[src/rtl/data_mem_seq_if.sv]
// Bus bundle for data_mem_seq: address/data strobes in, registered read response and status out.
interface data_mem_seq_if #(
    parameter int DW = 8,
    parameter int AW = 5
);
    logic [AW-1:0] AD;
    logic [DW-1:0] WD;
    logic          MW;
    logic          MR;
    logic          REINIT;
    logic [DW-1:0] RD;
    logic          RVALID;
    logic          ERR;
    logic          READY;
    logic          BUSY;

    modport master (output AD, WD, MW, MR, REINIT,
                    input  RD, RVALID, ERR, READY, BUSY);
    modport slave  (input  AD, WD, MW, MR, REINIT,
                    output RD, RVALID, ERR, READY, BUSY);
endinterface

[src/rtl/data_mem_seq.sv]
// Single-port data memory with sequenced pattern init after reset/REINIT and a registered read.
// Optional MEM_WR_FWD_EN: same-address read+write returns WD (write-first); default is read-first.
module data_mem_seq #(
    parameter int DW    = 8,
    parameter int AW    = 5,
    parameter int DEPTH = 32
) (
    input logic           CLK,
    input logic           RESET_N,
    data_mem_seq_if.slave bus
);
    typedef enum logic {INIT, IDLE} state_t;

    localparam int             CW      = AW + 1;
    localparam logic [CW-1:0]  LAST    = CW'(DEPTH - 1);
    localparam logic [CW-1:0]  DEPTH_C = CW'(DEPTH);
    localparam logic [CW-1:0]  HALF_C  = CW'(DEPTH / 2);
    localparam logic [DW-1:0]  HALF_D  = DW'(DEPTH / 2);

    state_t        state, state_nx;
    logic [CW-1:0] cnt, cnt_nx;
    logic [DW-1:0] mem [DEPTH];
    logic [DW-1:0] rd_q, rd_nx, pat;
    logic          rvalid_q, err_q;
    logic          in_range, acc_rd, acc_wr;

    always_comb begin
        in_range = ({1'b0, bus.AD} < DEPTH_C);
        acc_rd   = (state == IDLE) && bus.MR;
        acc_wr   = (state == IDLE) && bus.MW;
        pat      = (cnt < HALF_C) ? DW'(cnt) : HALF_D - DW'(cnt);
    end

    always_comb begin
        state_nx = state;
        cnt_nx   = cnt;
        unique case (state)
            INIT: begin
                cnt_nx = cnt + CW'(1);
                if (cnt == LAST) begin
                    state_nx = IDLE;
                    cnt_nx   = '0;
                end
            end
            IDLE: begin
                if (bus.REINIT) begin
                    state_nx = INIT;
                    cnt_nx   = '0;
                end
            end
        endcase
    end

    always_ff @(posedge CLK or negedge RESET_N) begin
        if (!RESET_N) begin
            state <= INIT;
            cnt   <= '0;
        end else begin
            state <= state_nx;
            cnt   <= cnt_nx;
        end
    end

    always_comb begin
        rd_nx = '0;
        if (in_range) begin
`ifdef MEM_WR_FWD_EN
            rd_nx = acc_wr ? bus.WD : mem[bus.AD];
`else
            rd_nx = mem[bus.AD];
`endif
        end
    end

    // Array has no reset; INIT rewrites every word (cnt < DEPTH always holds here).
    always_ff @(posedge CLK) begin
        if (state == INIT)
            mem[cnt[AW-1:0]] <= pat;
        else if (acc_wr && in_range)
            mem[bus.AD] <= bus.WD;
    end

    always_ff @(posedge CLK or negedge RESET_N) begin
        if (!RESET_N) begin
            rd_q     <= '0;
            rvalid_q <= 1'b0;
            err_q    <= 1'b0;
        end else begin
            rvalid_q <= acc_rd;
            err_q    <= (acc_rd || acc_wr) && !in_range;
            if (acc_rd)
                rd_q <= rd_nx;
        end
    end

    assign bus.RD     = rd_q;
    assign bus.RVALID = rvalid_q;
    assign bus.ERR    = err_q;
    assign bus.READY  = (state == IDLE);
    assign bus.BUSY   = (state == INIT);
endmodule
[src/flat_wrapper.sv]
// flat-port wrapper written by rule: the top's interface ports become plain ports
module data_mem_seq_flat 
#(
    parameter int DW    = 8,
    parameter int AW    = 5,
    parameter int DEPTH = 32
)
  (CLK, RESET_N, bus_AD, bus_WD, bus_MW, bus_MR, bus_REINIT, bus_RD, bus_RVALID, bus_ERR, bus_READY, bus_BUSY);
  data_mem_seq_if #(.DW(DW), .AW(AW)) bus_i ();
  input logic CLK;
  input logic RESET_N;
  input wire logic [$bits(bus_i.AD)-1:0] bus_AD;
  input wire logic [$bits(bus_i.WD)-1:0] bus_WD;
  input wire logic [$bits(bus_i.MW)-1:0] bus_MW;
  input wire logic [$bits(bus_i.MR)-1:0] bus_MR;
  input wire logic [$bits(bus_i.REINIT)-1:0] bus_REINIT;
  output wire logic [$bits(bus_i.RD)-1:0] bus_RD;
  output wire logic [$bits(bus_i.RVALID)-1:0] bus_RVALID;
  output wire logic [$bits(bus_i.ERR)-1:0] bus_ERR;
  output wire logic [$bits(bus_i.READY)-1:0] bus_READY;
  output wire logic [$bits(bus_i.BUSY)-1:0] bus_BUSY;
  assign bus_i.AD = bus_AD;
  assign bus_i.WD = bus_WD;
  assign bus_i.MW = bus_MW;
  assign bus_i.MR = bus_MR;
  assign bus_i.REINIT = bus_REINIT;
  assign bus_RD = bus_i.RD;
  assign bus_RVALID = bus_i.RVALID;
  assign bus_ERR = bus_i.ERR;
  assign bus_READY = bus_i.READY;
  assign bus_BUSY = bus_i.BUSY;
  data_mem_seq #(.DW(DW), .AW(AW), .DEPTH(DEPTH)) u_core (.CLK(CLK), .RESET_N(RESET_N), .bus(bus_i));
endmodule
[config.mk]
export PLATFORM = sky130hd
export DESIGN_NAME = data_mem_seq_flat
export DESIGN_NICKNAME = d
export VERILOG_FILES = /design/src/rtl/data_mem_seq_if.sv /design/src/rtl/data_mem_seq.sv /design/src/flat_wrapper.sv
export SDC_FILE = /design/constraint.sdc
export NUM_CORES = 1
export LEC_CHECK = 0
export ABC_AREA = 1
export CAP_MARGIN = 20
export CORE_ASPECT_RATIO = 2
export CORE_UTILIZATION = 30
export CTS_BUF_LIST = sky130_fd_sc_hd__clkbuf_16
export CTS_CLUSTER_SIZE = 16
export DETAILED_ROUTE_END_ITERATION = 8
export PLACE_DENSITY = 0.47
export SYNTH_ARGS = -nofsm -noshare
export SYNTH_HDL_FRONTEND = slang
export SYNTH_SLANG_ARGS = --single-unit
[constraint.sdc]
create_clock -name CLK -period 2.9 [get_ports CLK]
set_input_delay 0.435 -clock CLK [delete_from_list [all_inputs] [get_ports CLK]]
set_output_delay 0.435 -clock CLK [all_outputs]
set_load 0.01 [all_outputs]
=== After elaboration in Yosys (flattened, before gate mapping) ===
Memories as Yosys holds them, arrays and structs flattened. A register that Yosys moved wholly into a read port is not among the register bits.
Index checks and enable logic that the tools add are counted.

* Input bits: 18
* Register bits: 8
* Logic and storage cells: 28
* Memories kept: 1
* Memory bits (writable): 256
* Output and inout port bits: 12

{| class="wikitable"
|+ Memories
! name !! words !! bits a word !! rd ports !! clocked after Yosys merged registers in !! wr ports !! RTL line !! RTL
|-
| u_core.mem || 32 || 8 || 1 || 1 || 1 || data_mem_seq.sv:22 || <nowiki>logic [DW-1:0] mem [DEPTH];</nowiki>
|}

* Multiplexer cells: 14
* Reduce and logical (&&, ||, !) cells: 4
* Add/sub/neg operators: 2
* Magnitude comparators: 1
* Bitwise operators: 1
* Equal/unequal tests: 2

{| class="wikitable"
|+ Operators by type and width
! cell !! number
|-
| 8-bit two-way mux || 2
|-
| 6-bit two-way mux || 2
|-
| 6-bit case mux with 2 select lines || 1
|-
| 8-bit OR reduction || 1
|-
| 1-bit two-way mux || 7
|-
| 5-bit by 6-bit subtractor with 7-bit output, first input constant || 1
|-
| 6-bit by 1-bit adder with 6-bit output, second input constant || 1
|-
| 6-bit by 5-bit equality test with 1-bit output, second input constant || 1
|-
| 6-bit by 5-bit < comparator with 1-bit output, second input constant || 1
|-
| 5-bit two-way mux || 1
|-
| 1-bit logical AND || 2
|-
| 2-bit != test, second input constant || 1
|-
| 1-bit case mux with 2 select lines || 1
|-
| 1-bit logical NOT || 1
|-
| 1-bit inverter || 1
|}

=== Logic depth before layout (Yosys ltp) ===
* Word-level depth: 6
* Gate-level depth with buffers: 11
* Depth with buffers taken out: 9

=== Worst setup path after synthesis ===
No wires, ideal clock.

* Path type: register to register
* Start: reg u_core.cnt[2]
* End: mem u_core.mem[0][5] (data pin)
* Data required time: 2433 ps
* Path slack: 132 ps
* Buffers on the path: 1
* Cell stages (with the launch flop): 7
* Arrival: 2301 ps
* Period minus slack after synthesis: 2768 ps
* Cells stage by stage: dfrtp_1 > clkbuf_1 > nor3_1 > nand2_1 > nand2_1 > nor2_1 > o31ai_1

* Word-level cells in the longest chain between the ends: 3
* Elaborated cells between the ends (all ways): 4
* Those cells by class: add/sub: 1; order compare: 1; mux: 2

{| class="wikitable"
|+ RTL lines
! item !! RTL line !! RTL
|-
| start: declaration || data_mem_seq.sv:21 || <nowiki>logic [CW-1:0] cnt, cnt_nx;</nowiki>
|-
| start signal: assignment || data_mem_seq.sv:60 || <nowiki>cnt <= cnt_nx;</nowiki>
|-
| 5-bit by 6-bit subtractor with 7-bit output or 6-bit by 5-bit < comparator with 1-bit output (tied branches) || data_mem_seq.sv:31 || <nowiki>pat = (cnt < HALF_C) ? DW'(cnt) : HALF_D - DW'(cnt);</nowiki>
|-
| 8-bit two-way mux * || data_mem_seq.sv:31 ||
|-
| 8-bit two-way mux (no source line) * || - ||
|-
| end: declaration || data_mem_seq.sv:22 ||
|}

Mark *: on every way between the ends. The rest lies on a longest branch, timed or not.

=== Worst setup path after layout ===
* Start: reg u_core.cnt[1]
* End: mem u_core.mem[8][4] (data pin)

Same word-level chain as after synthesis.

==> summary.json <==
{
  "status": {"value": "completed"},
  "setup_viol": {"value": 0},
  "postSynthAreaPerCell": {"value": 11.1, "unit": "um2"},
  "hpwlAfterDp": {"value": 21700, "unit": "um"},
  "global_route.usage.total": {"value": 17.4, "unit": "%"},
  "num_io_pins": {"value": 30},
  "path_max_fanout": {"value": 24},
  "count_of_state_elements_after_synthesis": {"value": 272},
  "drtAntennaViolNets": {"value": 0},
  "grt_remaining_overflow": {"value": 0},
  "numCtsBuffers": {"value": 23},
  "setup_tns": {"value": 0, "unit": "ns"},
  "antenna_cells": {"value": 0},
  "busiest_layer": {"value": "met2"},
  "met1_track_usage_gr": {"value": 17.0, "unit": "%"},
  "critPathRequiredTime": {"value": 3.26, "unit": "ns"},
  "clock_skews": {"value": 0.0168, "unit": "ns"},
  "placement.io_buffers": {"value": 28},
  "die_y": {"value": 278, "unit": "um"},
  "yosys.area.top_type_share": {"value": 67.5, "unit": "%"},
  "design_area": {"value": 13200, "unit": "um2"},
  "critical_path.top_delay_family": {"value": "buffers and inverters"},
  "grt_pass1_vias": {"value": 8136},
  "grt_antenna_before_repair": {"value": 0},
  "dr_total_vias": {"value": 7604},
  "netlist-cell-type-count": {"value": 31},
  "static-leakage-power": {"value": 4.97, "unit": "nW"},
  "crit_start_category": {"value": "flip-flop"},
  "tightestPinTransition": {"value": 0.794, "unit": "ns"},
  "synth_area_leader_cell": {"value": "edfxtp_1"},
  "synth_seq_area_share": {"value": 71.0, "unit": "%"},
  "clock_latency": {"value": 0.53, "unit": "ns"},
  "drive_above_1_share": {"value": 9.74, "unit": "%"},
  "totalWireLength": {"value": 32800, "unit": "um"},
  "wp_data_arrival": {"value": 2.68, "unit": "ns"},
  "post_synth_inst_count": {"value": 1028},
  "cts_resized": {"value": 0},
  "clkTransAtPathRegs": {"value": 0.07, "unit": "ns"},
  "syn_area": {"value": 11400, "unit": "um2"},
  "clock-sinks": {"value": 272},
  "detailed_place.area": {"value": 12500, "unit": "um2"},
  "min-delay-path-class": {"value": "input pin to asynchronous set/reset pin"},
  "kind_of_critical_path": {"value": "flip-flop to flip-flop"},
  "hold_violations": {"value": 0},
  "fin_hold_ws": {"value": 0.363, "unit": "ns"},
  "critical_path.n_buffers_inverters": {"value": 3},
  "fp-row-count": {"value": 100},
  "coreArea": {"value": 37300, "unit": "um2"},
  "rsz_0062_raised_after_global_routing": {"value": "no"},
  "crit_path_cell_trace": {"value": "inv_1, ha_1, nor3b_1, nand3_1, o211ai_1, o21ai_0, inv_1, buf_12"},
  "drt_drc_violations_left": {"value": 0},
  "cts-root-buf": {"value": "clkbuf_16"},
  "grt.met3_usage": {"value": 1.59, "unit": "%"},
  "crit_path_top_delay_cell": {"value": "dfrtp_1"},
  "fmax": {"value": 430, "unit": "MHz"},
  "postCtsSetupBuffers": {"value": 0},
  "timing.max_cap.violations": {"value": 0},
  "timing.final.crit_share": {"value": 80.1, "unit": "%"},
  "max-slew-margin-rel": {"value": 46.9, "unit": "%"},
  "grt_pass1_wl": {"value": 49200, "unit": "um"},
  "largest_incremental_delay_on_the_critical_path": {"value": 0.43, "unit": "ns"},
  "synth.area.top_cells": {"value": "edfxtp_1 67%, nand2_1 12%, nand3_1 9.9%, dfrtp_1 3.5%, nor2_1 1.5%"},
  "cts-hold-fix-buffers": {"value": 0},
  "clock_tree.htree_level_count": {"value": 1},
  "num-nets-final": {"value": 1105},
  "dr.first_iter.drc_count": {"value": 387},
  "critical_path.reg2reg.startpoint": {"value": "u_core.cnt[1]"},
  "crit_path_start": {"value": "u_core.cnt[1]"},
  "kind_of_end_point_of_the_critical_path": {"value": "flip-flop"},
  "timing.final.crit_period": {"value": 2.32, "unit": "ns"},
  "mapped_nets": {"value": 1048},
  "total_power": {"value": 13.0, "unit": "mW"},
  "die_w": {"value": 140, "unit": "um"},
  "initial_utilization": {"value": 30.6, "unit": "%"},
  "synthToLayoutAreaGrowth": {"value": 16.1, "unit": "%"},
  "final_cell_utilization_of_the_core": {"value": 35.5, "unit": "%"},
  "p_per_area": {"value": 981, "unit": "nW/um2"},
  "yosys_warnings": {"value": 0},
  "tritoncts": {"value": "done"},
  "wire_per_inst": {"value": 21.1, "unit": "um"},
  "clock_tree.buffer_depth": {"value": 3},
  "vdd_drop_max": {"value": 1.33, "unit": "mV"},
  "drt_first_pass_iters": {"value": 5},
  "regToRegSetupSlack": {"value": 0.58, "unit": "ns"},
  "timing.critical_path.mode_cell": {"value": "inv_1"},
  "gp_congestion": {"value": 0.833},
  "final_max_slew_viol_count": {"value": 0},
  "maximum_number_of_pins_on_one_net_before_global_route_repair": {"value": 129},
  "layout.filler_cells": {"value": 3770},
  "post_drt_via_cell_ratio": {"value": 4.88},
  "use_met2": {"value": 34.3, "unit": "%"},
  "floorplan.die_area": {"value": 38800, "unit": "um2"}
}
==> cells by family after synthesis <==
| kind of cell | synth area share (%) |
|---|---|
| other | 0.0329 |
| adders and majority gates | 0.220 |
| DFF | 71.0 |
| buffers and inverters | 3.39 |
| AOI/OAI and AO/OA | 1.22 |
| and+or+nand+nor | 24.2 |
==> area by class of cell <==
type	instances	area, um2	area share [%]
multi-input combinational	674	2940	22.2
sequential	272	8090	61.1
inverter	26	98.8	0.747
clock buffer	23	576	4.35
timing repair buffer	88	836	6.32
clock inverter	16	123	0.927
tap	459	574	4.34
==> metrics by stage <==
stage	worst slack, ns	cells
2_1_floorplan	0.132	1028
3_3_place_gp	0.254	1519
3_5_place_dp	0.235	1519
4_1_cts	0.536	1558
5_1_grt	0.257	1558
6_report	0.576	1558
==> final timing paths <==
kind	endpoint	depth (start not counted)
hold reg to reg	u_core.bus.RD[4]	2
max in group asynchronous	u_core.cnt[5]	1
setup / recovery	u_core.mem[8][4]	8
min in group CLK	u_core.bus.RD[4]	2
hold / removal	u_core.bus.RD[7]	1
setup reg to reg	u_core.mem[8][4]	8
==> registers in the layout, summed over array words and instances, names as in the netlist <==
| signal | cells |
|---|---|
| u_core.bus.RD | 8 |
| u_core.mem | 256 |
| u_core.bus.RVALID | 1 |
| u_core.bus.READY | 1 |
| u_core.cnt | 6 |
==> synthesized netlist by cell type <==
master     count
buf_6          2
or2_2          2
conb_1         1
clkbuf_1      11
edfxtp_1     256
o21ai_2        3
nand3_1      225
o2111ai_1      1
a32o_1         1
nor3b_1        1
o31ai_1        1
nor2_1        45
nand2_1      372
nand3_2        2
o211ai_1       3
inv_2          4
nor3_1         2
ha_1           2
clkinv_1       2
inv_1         20
o21bai_1       1
buf_1          4
buf_4          6
o21ai_0        6
nor4_1         1
a31oi_1        2
a21oi_2        1
o21ai_1        1
dfrtp_1       16
buf_2         33
nand2_2        1
==> routing by layer <==
layer / wire, um / vias up
li1: - / 3657
met1: 11300 / 3702
met2: 18700 / 168
met3: 988 / 77
met4: 1930 / 0
met5: 0 / -
==> where the power goes <==
part | internal [mW] | total, mW | leakage, nW | switching [mW]
clock | 1.62 | 2.98 | 0.366 | 1.36
sequential | 5.91 | 6.13 | 2.54 | 0.228
combinational | 1.02 | 3.87 | 2.07 | 2.85
==> placed cells by master, fill, tap and decap left out, types with 9 or more instances in the layout <==
cell / synthesis / layout
nand2_1: 372 / 372
edfxtp_1: 256 / 256
nand3_1: 225 / 225
buf_4: 6 / 52
nor2_1: 45 / 45
inv_1: 20 / 26
clkdlybuf4s50_1: 0 / 26
clkbuf_16: 0 / 23
dfrtp_1: 16 / 16
buf_12: 0 / 9
Note: power is estimated with default switching activity, not from simulation.
